## config.mk

```make
export PLATFORM = sky130hd
export DESIGN_NAME = reaction_trial_ctrl
export DESIGN_NICKNAME = d
export VERILOG_FILES = /design/src/rtl/reaction_pkg.sv /design/src/rtl/bcd_counter4.sv /design/src/rtl/reaction_trial_ctrl.sv
export SDC_FILE = /design/constraint.sdc
export NUM_CORES = 1
export LEC_CHECK = 0
export BUFFER_PORTS_ARGS = -buffer_cell sky130_fd_sc_hd__clkbuf_2
export CORE_MARGIN = 2
export CORE_UTILIZATION = 50
export CTS_BUF_LIST = sky130_fd_sc_hd__clkbuf_8
export DETAILED_ROUTE_END_ITERATION = 12
export GPL_ROUTABILITY_DRIVEN = 1
export PLACE_DENSITY = 0.74
export SETUP_SLACK_MARGIN = 0.4
export SLEW_MARGIN = 20
export SYNTH_ARGS = -nofsm -noshare
export SYNTH_HDL_FRONTEND = slang
export SYNTH_SLANG_ARGS = --single-unit
```

## constraint.sdc

```tcl
create_clock -name clk -period 1.9 [get_ports clk]
set_input_delay 0.19 -clock clk [delete_from_list [all_inputs] [get_ports clk]]
set_output_delay 0.19 -clock clk [all_outputs]
set_load 0.02 [all_outputs]
```

## src/rtl/reaction_pkg.sv

```systemverilog
`default_nettype none
// +-----------------------------------------------------------------------+
// | Package : reaction_pkg                                                |
// | Shared types and constants for the reaction-timer trial controller.  |
// | Revision: 1.0 - initial release                                       |
// +-----------------------------------------------------------------------+
package reaction_pkg;

   typedef enum logic [1:0] {
      IDLE   = 2'd0,
      WAIT   = 2'd1,
      TIMING = 2'd2,
      RESULT = 2'd3
   } state_t;

   typedef enum logic [1:0] {
      DISP_WELCOME = 2'd0,
      DISP_NUMBER  = 2'd1
   } disp_mode_t;

   localparam logic [15:0] EARLY_CODE = 16'h9999;
   localparam logic [15:0] BCD_ZERO   = 16'h0000;

   // Binary to four packed BCD digits; used on elaboration-time constants.
   function automatic logic [15:0] to_bcd(input int unsigned v);
      return {4'((v / 1000) % 10), 4'((v / 100) % 10),
              4'((v / 10) % 10),   4'(v % 10)};
   endfunction

endpackage
`default_nettype wire

```

## src/rtl/bcd_counter4.sv

```systemverilog
`default_nettype none
// +-----------------------------------------------------------------------+
// | Module  : bcd_counter4                                                |
// | Four-digit BCD up-counter with clear, parallel load, increment enable |
// | and a ripple digit-carry chain. Priority: clr > load > inc.           |
// | Revision: 1.0 - initial release                                       |
// +-----------------------------------------------------------------------+
module bcd_counter4 (
   input  logic        clk,
   input  logic        reset,
   input  logic        clr,
   input  logic        load,
   input  logic [15:0] load_val,
   input  logic        inc,
   output logic [15:0] q
);

   logic [3:0]  carry;
   logic [15:0] q_n;

   // Carry chain: a digit advances when every lower digit is at 9 and inc is set.
   always_comb begin
      carry[0] = inc;
      for (int i = 1; i < 4; i++) begin
         carry[i] = carry[i-1] && (q[4*i-4 +: 4] == 4'd9);
      end
      q_n = q;
      if (clr) begin
         q_n = 16'h0000;
      end else if (load) begin
         q_n = load_val;
      end else begin
         for (int i = 0; i < 4; i++) begin
            if (carry[i]) begin
               q_n[4*i +: 4] = (q[4*i +: 4] == 4'd9) ? 4'd0 : q[4*i +: 4] + 4'd1;
            end
         end
      end
   end

   // Digit register.
   always_ff @(posedge clk or negedge reset) begin
      if (!reset) begin
         q <= 16'h0000;
      end else begin
         q <= q_n;
      end
   end

endmodule
`default_nettype wire

```

## src/rtl/reaction_trial_ctrl.sv

```systemverilog
`default_nettype none
// +-----------------------------------------------------------------------+
// | Module  : reaction_trial_ctrl                                         |
// | Reaction-timer trial sequencer: random pre-stimulus delay, stimulus   |
// | LED, millisecond reaction time in BCD and display-mode select.        |
// | Optional macro REACTION_BEST_TIME_EN keeps the best (lowest) time.    |
// | Revision: 1.0 - initial release                                       |
// +-----------------------------------------------------------------------+
module reaction_trial_ctrl
   import reaction_pkg::*;
#(
   parameter int TICK_DIV     = 100_000,
   parameter int RAND_W       = 10,
   parameter int MIN_DELAY_MS = 1000,
   parameter int MAX_MS       = 1000
) (
   input  logic              clk,
   input  logic              reset,
   input  logic              start_p,
   input  logic              clear_p,
   input  logic [RAND_W-1:0] rand_val,
   output logic              rand_adv,
   output logic              led_on,
   output logic [1:0]        disp_mode,
   output logic [15:0]       time_bcd,
   output logic [15:0]       best_bcd
);

   localparam int PS_W  = (TICK_DIV > 1) ? $clog2(TICK_DIV) : 1;
   // Wide enough for MIN_DELAY_MS + (2**RAND_W - 1) without overflow.
   localparam int DLY_W = $clog2(MIN_DELAY_MS + (1 << RAND_W));
   // Reaching this value on a tick means the increment lands on the ceiling.
   localparam logic [15:0] BCD_LAST = to_bcd(MAX_MS - 1);

   state_t           state, state_n;
   logic [PS_W-1:0]  presc, presc_n;
   logic [DLY_W-1:0] delay, delay_n;
   logic             led_n, adv_n;
   logic [1:0]       disp_n;
   logic             ms_tick;
   logic             cnt_clr, cnt_load, cnt_inc;

`ifdef REACTION_BEST_TIME_EN
   logic [15:0]      best_q, best_n;
   assign best_bcd = best_q;
`else
   assign best_bcd = BCD_ZERO;
`endif

   assign ms_tick = (presc == PS_W'(TICK_DIV - 1));

   bcd_counter4 u_time (
      .clk      (clk),
      .reset    (reset),
      .clr      (cnt_clr),
      .load     (cnt_load),
      .load_val (EARLY_CODE),
      .inc      (cnt_inc),
      .q        (time_bcd)
   );

   // Next-state and next-output logic; any state change restarts the prescaler.
   always_comb begin
      state_n  = state;
      presc_n  = ms_tick ? '0 : presc + PS_W'(1);
      delay_n  = delay;
      led_n    = led_on;
      disp_n   = disp_mode;
      adv_n    = 1'b0;
      cnt_clr  = 1'b0;
      cnt_load = 1'b0;
      cnt_inc  = 1'b0;
`ifdef REACTION_BEST_TIME_EN
      best_n   = best_q;
`endif
      if (clear_p) begin
         state_n = IDLE;
         presc_n = '0;
         led_n   = 1'b0;
         disp_n  = DISP_WELCOME;
         cnt_clr = 1'b1;
      end else begin
         case (state)
            IDLE, RESULT: begin
               presc_n = '0;
               if (start_p) begin
                  state_n = WAIT;
                  delay_n = DLY_W'(MIN_DELAY_MS) + DLY_W'(rand_val);
                  adv_n   = 1'b1;
                  cnt_clr = 1'b1;
                  disp_n  = DISP_NUMBER;
                  led_n   = 1'b0;
               end
            end
            WAIT: begin
               // A press wins even when it coincides with the delay expiring.
               if (start_p) begin
                  state_n  = RESULT;
                  presc_n  = '0;
                  cnt_load = 1'b1;
                  led_n    = 1'b0;
               end else if (ms_tick) begin
                  delay_n = delay - DLY_W'(1);
                  if (delay == DLY_W'(1)) begin
                     state_n = TIMING;
                     presc_n = '0;
                     led_n   = 1'b1;
                  end
               end
            end
            TIMING: begin
               // A press wins over a coincident tick, which is then not counted.
               if (start_p) begin
                  state_n = RESULT;
                  presc_n = '0;
                  led_n   = 1'b0;
`ifdef REACTION_BEST_TIME_EN
                  if (time_bcd < best_q) begin
                     best_n = time_bcd;
                  end
`endif
               end else if (ms_tick) begin
                  cnt_inc = 1'b1;
                  if (time_bcd == BCD_LAST) begin
                     state_n = RESULT;
                     presc_n = '0;
                     led_n   = 1'b0;
                  end
               end
            end
            default: state_n = IDLE;
         endcase
      end
   end

   // State, counters and registered outputs.
   always_ff @(posedge clk or negedge reset) begin
      if (!reset) begin
         state     <= IDLE;
         presc     <= '0;
         delay     <= '0;
         led_on    <= 1'b0;
         disp_mode <= DISP_WELCOME;
         rand_adv  <= 1'b0;
      end else begin
         state     <= state_n;
         presc     <= presc_n;
         delay     <= delay_n;
         led_on    <= led_n;
         disp_mode <= disp_n;
         rand_adv  <= adv_n;
      end
   end

`ifdef REACTION_BEST_TIME_EN
   // Best-time register survives clear_p; only reset returns it to 9999.
   always_ff @(posedge clk or negedge reset) begin
      if (!reset) begin
         best_q <= EARLY_CODE;
      end else begin
         best_q <= best_n;
      end
   end
`endif

endmodule
`default_nettype wire

```

# Yosys cells after proc, flatten, opt, wreduce, memory -nomap -nowiden
# Index checks and enable logic that the tools add are counted.
# word_totals
n_memories	0
reg_bits	50
latch_bits	0
ram_bits	0
mem_bits_ro	0
# op_classes
shift	0
n_addsub	7
n_mux	53
mul	0
n_eq_ne	18
magnitude_cmp	0
bitwise	1
div	0
n_reduce_logical	15
# ops
op	n
two-way mux 17 bit	8
one-hot mux 17 bit (3 select lines)	1
two-way mux 11 bit	3
two-way mux 16 bit	2
two-way mux 4 bit	8
one-hot mux 11 bit (2 select lines)	1
two-way mux 2 bit	10
two-way mux 1 bit	18
adder 17 x 1 -> 17 bit, second input constant	1
== test 17 bit, second input constant	1
adder 4 x 1 -> 4 bit, second input constant	4
== test 16 x 12 -> 1 bit, second input constant	1
== test 4 bit, second input constant	4
!= test 4 bit, second input constant	4
nonzero test 3 bit	4
adder 10 x 10 -> 11 bit, first input constant	1
== test 11 x 1 -> 1 bit, second input constant	1
subtractor 11 x 1 -> 11 bit, second input constant	1
AND reduction 5 bit	2
!= test 2 bit, second input constant	3
one-hot mux 2 bit (3 select lines)	1
nonzero test 2 bit	3
== test 2 bit, second input constant	2
logical AND 1 bit	3
other kinds (7)	7

# Longest topological paths before layout
# Gate-level depths: netlist (run 1).
# logic_depth
ltp_word	11
depth_mapped	9
mapped_depth_nobuf	7

# Modules after synthesis
# A second synthesis (run 1) with hierarchy kept.
# hier_totals
cells_unflattened	364
hier_area_um2	3225.6
# by_module_without_submodules
mod	cells_each	seq_area_each_um2	instances	area_per_inst_um2
reaction_trial_ctrl	235	825.8	1	2120.8
bcd_counter4	129	400.4	1	1104.8

# Worst setup path after synthesis (run 1)
# No wires, ideal clock.
# synth_timing
path_kind	register to register
start	register u_time.q[0]
end	register u_time.q[8]
slack_ps	-297
setup_time_ps	87
path_stages_with_launch	9
arrival_ps	2110
n_path_buf	2
path_cell_list	dfrtp_1 > ha_1 > and3b_1 > clkbuf_1 > and3_2 > clkbuf_1 > nand3_1 > or4_1 > o211ai_1
# synth_between
elab_chain_len	4
# synth_lines
item	line	source
start, declared	bcd_counter4.sv:15	output logic [15:0] q
start signal, assigned	bcd_counter4.sv:46	q <= q_n;
== test 4 bit	bcd_counter4.sv:25	carry[i] = carry[i-1] && (q[4*i-4 +: 4] == 4'd9);
logical AND 1 bit (2 in series)	bcd_counter4.sv:25	
nonzero test 3 bit (no line)	n/a	
# Every way passes these cells.
# A chain may end at the register's enable or synchronous reset.

# Worst setup path after layout (run 1)
# layout_timing
start	register presc[13]
end	register delay[6]
# layout_between
elab_chain_len	3
# layout_lines
item	line	source
start, declared	reaction_trial_ctrl.sv:36	logic [PS_W-1:0] presc, presc_n;
start signal, assigned	reaction_trial_ctrl.sv:147	presc <= presc_n;
== test 17 bit	reaction_trial_ctrl.sv:50	assign ms_tick = (presc == PS_W'(TICK_DIV - 1));
!= test 2 bit (no line)	n/a	
AND reduction 5 bit (no line)	n/a	
end signal, assigned	reaction_trial_ctrl.sv:148	delay <= delay_n;
end, declared	reaction_trial_ctrl.sv:37	logic [DLY_W-1:0] delay, delay_n;
# Every way passes these cells.

==> results of run 1 <==
[power breakdown]
part | switching, mW | internal, mW
Combinational | 1.03 | 0.859
Clock | 0.376 | 0.296
Sequential | 0.184 | 1.22
Total | 1.59 | 2.37
[flip-flops by register name, summed over array words and instances (netlist names)]
register,flops
delay,11
presc,17
state,2
rand_adv,1
disp_mode,1
u_time.q,16
led_on,1
[tightest hold or removal path: stages]
cell and delay [ns]:
sky130_fd_sc_hd__clkbuf_2 0.09, sky130_fd_sc_hd__nor2_1 0.08, sky130_fd_sc_hd__o31ai_1 0.06
[per-layer routing]
layer / routed length, um / track usage / vias up
met2: 4541 / 0.4199 / 80
met5: 0 / 0 / -
li1: - / - / 1457
met3: 318 / 0.03638 / 22
met1: 3807 / 0.3233 / 1490
met4: 202 / 0.07792 / 0
[logic make-up after synthesis]
family                   after synthesis
AO/OA/AOI/OAI                         79
XOR/XNOR                              22
adder cells (fa/ha/maj)               15
buffers and inverters                 47
flip-flops                            49
multiplexers                           5
other                                  1
AND/OR/NAND/NOR                      147
[through the flow]
step                TNS [ns]    util
detailed placement    -3.193  0.6098
global placement      -2.040  0.6098
floorplan            -0.8900       -
finish                -5.954  0.7099
CTS                   -3.680  0.6744
global route          -9.429  0.7099
[Yosys cell counts, types with 6 or more instances]
| cell type | count |
|---|---|
| sky130_fd_sc_hd__a21oi_1 | 23 |
| sky130_fd_sc_hd__nand2_1 | 31 |
| sky130_fd_sc_hd__xnor2_1 | 13 |
| sky130_fd_sc_hd__nor3_1 | 9 |
| sky130_fd_sc_hd__nand3_1 | 20 |
| sky130_fd_sc_hd__o21ai_0 | 18 |
| sky130_fd_sc_hd__clkbuf_1 | 10 |
| sky130_fd_sc_hd__inv_1 | 14 |
| sky130_fd_sc_hd__buf_4 | 17 |
| sky130_fd_sc_hd__dfrtp_1 | 49 |
| sky130_fd_sc_hd__o22ai_1 | 6 |
| sky130_fd_sc_hd__xor2_1 | 9 |
| sky130_fd_sc_hd__ha_1 | 15 |
| sky130_fd_sc_hd__nor2_1 | 42 |
[area by class of cell]
class	instances	area share
inverters	14	0.01173
well taps	77	0.02150
flip-flops and latches	49	0.2747
clock inverters	2	0.003071
repair buffers	109	0.1921
clock buffers	6	0.01843
multi-input cells	285	0.4785
[path summary, 6_finish.rpt]
check,start,to,slack [ns],cells after the start
worst max-delay path,presc[13],delay[6],-0.23,6
worst min-delay path,rand_val[0],delay[0],0.15,3
worst max register to register,presc[13],delay[6],-0.23,6
worst min register to register,disp_mode[0],disp_mode[0],0.56,2
max in group asynchronous,reset,delay[4],0.93,3
min in group asynchronous,reset,u_time.q[3],0.39,2
[repair_timing]
action / in CTS / in global routing
gates cloned: 2 / 0
endpoints found under the setup margin: 47 / 47
endpoints found under the hold margin: 19 / 0
buffers inserted: 6 / 7
hold buffers: 1 / 0
pin swaps: 26 / 20
gates resized for setup: 49 / 37
==> run_results.csv, run 1 <==
group,metric,value,unit
sta,period_needed,2.128,ns
worst_setup_path,critical-path-max-stage-delay,0.53,ns
worst_setup_path,worst_setup_path_end_kind,"register",
die,initial_core_util,0.5113,
sta,worst_slack,-0.2281,ns
sta,hold-worst-slack,0.1498,ns
cells_and_area,mostFrequentLayoutCells,"sky130_fd_sc_hd__buf_4, sky130_fd_sc_hd__dfrtp_1, sky130_fd_sc_hd__clkbuf_2",
cts,clock_path_buffers,2,
place,dp_hpwl,5551,um
synthesis,synth_top_family_by_area,"simple AND/OR/NAND/NOR gates",
pwr,vdd.ir_drop.worst,0.5722,mV
worst_setup_path,worstSetupPathType,"reg2reg",
sta,final_max_slew_viol_count,0,
die,dieHeight,84.35,um
worst_setup_path,timing.critical_path.slowest_stage_cell,"sky130_fd_sc_hd__or4_4",
die,floorplan.core_area,6314,um^2
sta,grt_setup_unrepaired,"yes",
detailed_routing,drt_first_pass_iters,4,
cells_and_area,finish.cell_count_without_fillers,542,
die,num_rows,29,
cells_and_area,final.fill_count,467,
synthesis,yosys_warnings,0,
sta,tightestPinTransition,0.5797,ns
cells_and_area,final_cell_area,4482,um^2
sta,worst_clock_skew,0.01021,ns
outcome,failed_checks,"setup timing",
synthesis,synth.top_cell.area_share,0.3798,
cells_and_area,area_growth_syn_to_layout,38.84,%
worst_setup_path,critPathMaxFanout,8,
detailed_routing,vias,3049,
die,num_io_pins,50,
place,place_area,3850,um^2
detailed_routing,first_iter_violations,212,
synthesis,synth_compound_area_frac,0.1593,
cells_and_area,area_of_the_multi_input_gates,2145,um^2
synthesis,mean_instance_size_in_the_synthesized_netlist,8.844,um^2
synthesis,yosys.area_share.simple,0.2438,
worst_setup_path,critical_path_buf_inv_count,1,
synthesis,synth_top_area_cell,"sky130_fd_sc_hd__dfrtp_1",
worst_setup_path,crit_path_start_kind,"register",
global_routing,grt_pass1_vias,3027,
detailed_routing,average_wire_length_per_cell_after_detail_routing,16.37,um
worst_setup_path,worst_path_arrival,2.37,ns
sta,max_clock_freq,469.9,MHz
synthesis,syn-cell-area,3228,um^2
sta,hold_viol,0,
hold_path,min_path_type,"in2reg",
global_routing,grt_first_pass_wirelength,14400,um
synthesis,post_synth_fa_ha_maj_area_fraction,0.05814,
detailed_routing,vias_per_cell,5.625,
cts,cts_h_tree_depth,2,
detailed_routing,final_antenna_net_count,0,
cells_and_area,antenna_cells_inserted,0,
cts,cts-buffers-inserted,5,
place,routabilityCongestion,0.8614,
synthesis,yosys-mux-area-fraction,0.01589,
place,post-place-cells,518,
outcome,outcome,"finished, violations left",
place,place_worst_setup_slack,-0.1804,ns
cells_and_area,seqCellArea,1231,um^2
detailed_routing,drt-total-wl,8870,um
cts,cts.reportedPaths.clkPinSlew,0.09,ns
synthesis,ys_seq_area_frac,0.3798,
pwr,leakage,1.970,nW
cts,cts_root_buf,"sky130_fd_sc_hd__clkbuf_8",
detailed_routing,drt_drc_violations_left,0,
global_routing,track_usage,0.2459,
die,die_area,7115,um^2
synthesis,top_area_cells_in_the_synthesized_netlist,"sky130_fd_sc_hd__dfrtp_1, sky130_fd_sc_hd__ha_1, sky130_fd_sc_hd__nor2_1",
synthesis,leading_register_cell_type_out_of_synthesis,"sky130_fd_sc_hd__dfrtp_1",
sta,timing.final.crit_share,1.120,
worst_setup_path,crit_family,"simple AND/OR/NAND/NOR gates",
cts,clk-insertion-delay-late,0.31,ns
flow_run,cap_violations,0,
global_routing,antenna_found_initial,0,
cells_and_area,share_of_post_route_cells_with_drive_strength_above_1,0.3914,
cts,cts.sinks,49,
synthesis,yosys.cell_types.count,63,
cells_and_area,numnets_final,493,
pwr,pwr_density_cell,882.7,nW/um^2
synthesis,async_reset_ff_frac,1.000,
synthesis,synth_seq_cells,49,
die,dieWidth,84.35,um
worst_setup_path,crit_required,2.14,ns
cts,clock_tree_from_tritoncts,"done",
pwr,total_power,3.956,mW
place,port_buffers,32,
synthesis,synthXorXnorAreaFrac,0.05969,
sta,report.final.setup_viol,45,
global_routing,grt_overflow,0,
cells_and_area,mostFrequentLayoutCell,"sky130_fd_sc_hd__buf_4",
sta,max-slew-margin-rel,0.6135,
global_routing,grt_max_degree,32,
synthesis,post_synthesis_cell_count,365,
synthesis,synth-edff-count,0,
worst_setup_path,path_cells,"or4_4 -> nor4_4 -> buf_4 -> a31oi_4 -> nor2_4 -> a22o_1",
Note: power is estimated with default switching activity, not from simulation.
==> run 2, diff against run 1 <==
CORE_UTILIZATION = 35   (was 50)
PLACE_DENSITY = default   (was 0.74)
==> run 2 against run 1 <==
Effect of this change:
- die area grew 41%
- clock skew is 0.0049 ns higher
- routed wire length decreased by 9.1%
- the flow finishes with violations (hold timing, setup timing)
- sequential power barely moved
- critical endpoint is now delay[9]
- flip-flop and latch count is the same
- critical path depth unchanged
- final cell count rose by 6.1%
==> run_results.csv, run 2 (same netlist as run 1, synthesis figures left out) <==
group,metric,value,unit
pwr,swShare,0.3750,
worst_setup_path,worst_r2r_endpoint,"delay[9]",
sta,worst_clock_skew,0.01516,ns
pwr,p_seq_frac,0.341,
cells_and_area,seqCellArea,1231,um^2
worst_setup_path,critical_path_buf_inv_count,1,
global_routing,grt_max_degree,50,
sta,report.final.setup_viol,44,
flow_run,cap_violations,0,
cts,clock_tree_from_tritoncts,"done",
cells_and_area,number_of_flip_flops_under_the_largest_register_name,17,
worst_setup_path,crit_family,"simple AND/OR/NAND/NOR gates",
detailed_routing,wire_length_the_detailed_router_placed_on_met1,3775,um
die,dieWidth,100.0,um
cells_and_area,largest_register,"presc",
cells_and_area,final.fill_count,824,
sta,period_needed,2.111,ns
detailed_routing,drt_first_pass_iters,4,
worst_setup_path,critical-path-max-stage-delay,0.55,ns
cts,cts.reportedPaths.clkPinSlew,0.10,ns
detailed_routing,drt_drc_violations_left,0,
worst_setup_path,worst_setup_path_end_kind,"register",
pwr,leakage,1.986,nW
cells_and_area,share_of_post_route_cells_with_drive_strength_above_1,0.3944,
sta,grt_setup_unrepaired,"yes",
pwr,combinationalPowerShare,0.435,
cells_and_area,area_of_the_multi_input_gates,2127,um^2
detailed_routing,first_iter_violations,142,
worst_setup_path,crit_path_start_kind,"register",
pwr,share_clk_of_total_power,0.225,
die,die_area,10010,um^2
global_routing,grt_overflow,0,
die,num_io_pins,50,
place,port_buffers,32,
cts,cts-buffers-inserted,5,
sta,final_max_slew_viol_count,0,
sta,tightestPinTransition,0.6444,ns
detailed_routing,vias,2964,
worst_setup_path,critPathMaxFanout,8,
pwr,total_power,4.079,mW
pwr,power.internal,2.550,mW
worst_setup_path,timing.critical_path.slowest_stage_cell,"sky130_fd_sc_hd__or4_4",
worst_setup_path,r2r.worst_path.cells,6,
detailed_routing,route.met2.wl,3974,um
worst_setup_path,timing.rr.start,"presc[5]",
worst_setup_path,crit_required,2.09,ns
cells_and_area,numnets_final,492,
detailed_routing,final_antenna_net_count,0,
sta,timing.final.crit_share,1.111,
cts,cts.sinks,49,
global_routing,antenna_found_initial,0,
die,num_rows,35,
global_routing,track_usage,0.1650,
cells_and_area,mostFrequentLayoutCells,"sky130_fd_sc_hd__buf_4, sky130_fd_sc_hd__dfrtp_1, sky130_fd_sc_hd__clkbuf_2",
sta,finalSetupTns,-3.999,ns
detailed_routing,drt-total-wl,8059,um
pwr,power_switching,1.529,mW
worst_setup_path,worst-r2r-setup-slack,-0.21,ns
worst_setup_path,worst_path_arrival,2.30,ns
cells_and_area,antenna_cells_inserted,0,
outcome,failed_checks,"hold timing, setup timing",
detailed_routing,average_wire_length_per_cell_after_detail_routing,14.02,um
cells_and_area,mostFrequentLayoutCell,"sky130_fd_sc_hd__buf_4",
outcome,outcome,"finished, violations left",
cts,clk-insertion-delay-late,0.31,ns
sta,max-slew-margin-rel,0.5704,
sta,hold_viol,30,
worst_setup_path,path_cells,"or4_4 -> nor4_4 -> buf_4 -> a31oi_4 -> a211o_1 -> a22o_1",
cells_and_area,top_regs,"presc (17), u_time.q (16), delay (11)",
global_routing,grt_first_pass_wirelength,13520,um
sta,hold-worst-slack,-0.01020,ns
detailed_routing,routed.top_layer,"met4",
worst_setup_path,worstSetupPathType,"reg2reg",
pwr,vdd.ir_drop.worst,0.6874,mV
pwr,pwr_density_cell,904.8,nW/um^2
detailed_routing,vias_per_cell,5.155,
cts,cts_h_tree_depth,2,
cells_and_area,area_growth_syn_to_layout,39.65,%
global_routing,grt_pass1_vias,2840,
sta,worst_slack,-0.2109,ns
sta,max_clock_freq,473.7,MHz
die,floorplan.core_area,9109,um^2
detailed_routing,routed-wl-met3,227,um
place,routabilityCongestion,0.8186,
die,dieHeight,100.0,um
cts,cts_root_buf,"sky130_fd_sc_hd__clkbuf_8",
place,dp_hpwl,5607,um
hold_path,min_path_type,"in2async",
cts,clock_path_buffers,2,
die,initial_core_util,0.3544,
-- run 2: cell count changes in the layout (fill, tap and decap cells not counted), moves of 2 or more --
cell / change
sky130_fd_sc_hd__buf_12: -3
sky130_fd_sc_hd__buf_6: +2
sky130_fd_sc_hd__bufinv_16: +2
sky130_fd_sc_hd__nand3_1: -2
sky130_fd_sc_hd__nand3_2: +2
sky130_fd_sc_hd__nor2_1: +2
sky130_fd_sc_hd__nor2_4: -3
sky130_fd_sc_hd__o21ai_1: -2
sky130_fd_sc_hd__o31ai_1: -2
sky130_fd_sc_hd__o31ai_2: +2
-- run 2: metrics by stage --
stage	util	std cells	cell area (um^2)	setup WS (ns)
after CTS	0.4681	572	4264	-0.2039
after floorplan	-	381	3347	-0.1174
final	0.4949	575	4508	-0.2109
after global placement	0.4268	553	3887	-0.1651
after detailed placement	0.4268	553	3887	-0.2795
after global routing	0.4949	575	4508	-0.3132
-- run 2: power groups by stage --
| stage | Combinational, mW | Clock (mW) | Sequential (mW) |
|---|---|---|---|
| 2_1_floorplan | 0.889 | 0 | 1.45 |
| 3_3_place_gp | 1.54 | 0 | 1.39 |
| 3_5_place_dp | 1.55 | 0 | 1.40 |
| 4_1_cts | 1.65 | 0.935 | 1.38 |
| 5_1_grt | 1.95 | 0.984 | 1.41 |
| 6_report | 1.77 | 0.916 | 1.39 |
-- run 2: cell type report --
class	count	share of cell area
repair buffers	108	0.1821
inverters	14	0.01166
multi-input cells	285	0.4718
well taps	111	0.03081
flip-flops and latches	49	0.2731
clock buffers	5	0.01527
clock inverters	3	0.01527
-- run 2: what timing repair did --
| item | in CTS | in global routing |
|---|---|---|
| endpoints found under the setup margin | 47 | 47 |
| resized for setup | 34 | 50 |
| hold buffers | 0 | 0 |
| buffers inserted | 9 | 3 |
| cloned | 2 | 0 |
| pin swaps | 12 | 33 |
-- run 2: worst max-delay path by stage --
stage	start	depth (start not counted)	endpoint	slack [ns]
6_report	presc[5]	6	delay[9]	-0.21
5_1_grt	presc[5]	6	delay[9]	-0.31
4_1_cts	presc[8]	6	delay[9]	-0.20
3_5_place_dp	presc[13]	6	delay[0]	-0.28
3_3_place_gp	presc[5]	6	u_time.q[14]	-0.17
2_1_floorplan	presc[0]	7	u_time.q[14]	-0.12
-- run 2: layer usage --
metal	up-vias	track usage
met4	0	0.03793
met1	1444	0.2301
li1	1454	-
met5	-	0
met2	60	0.2739
met3	6	0.02228
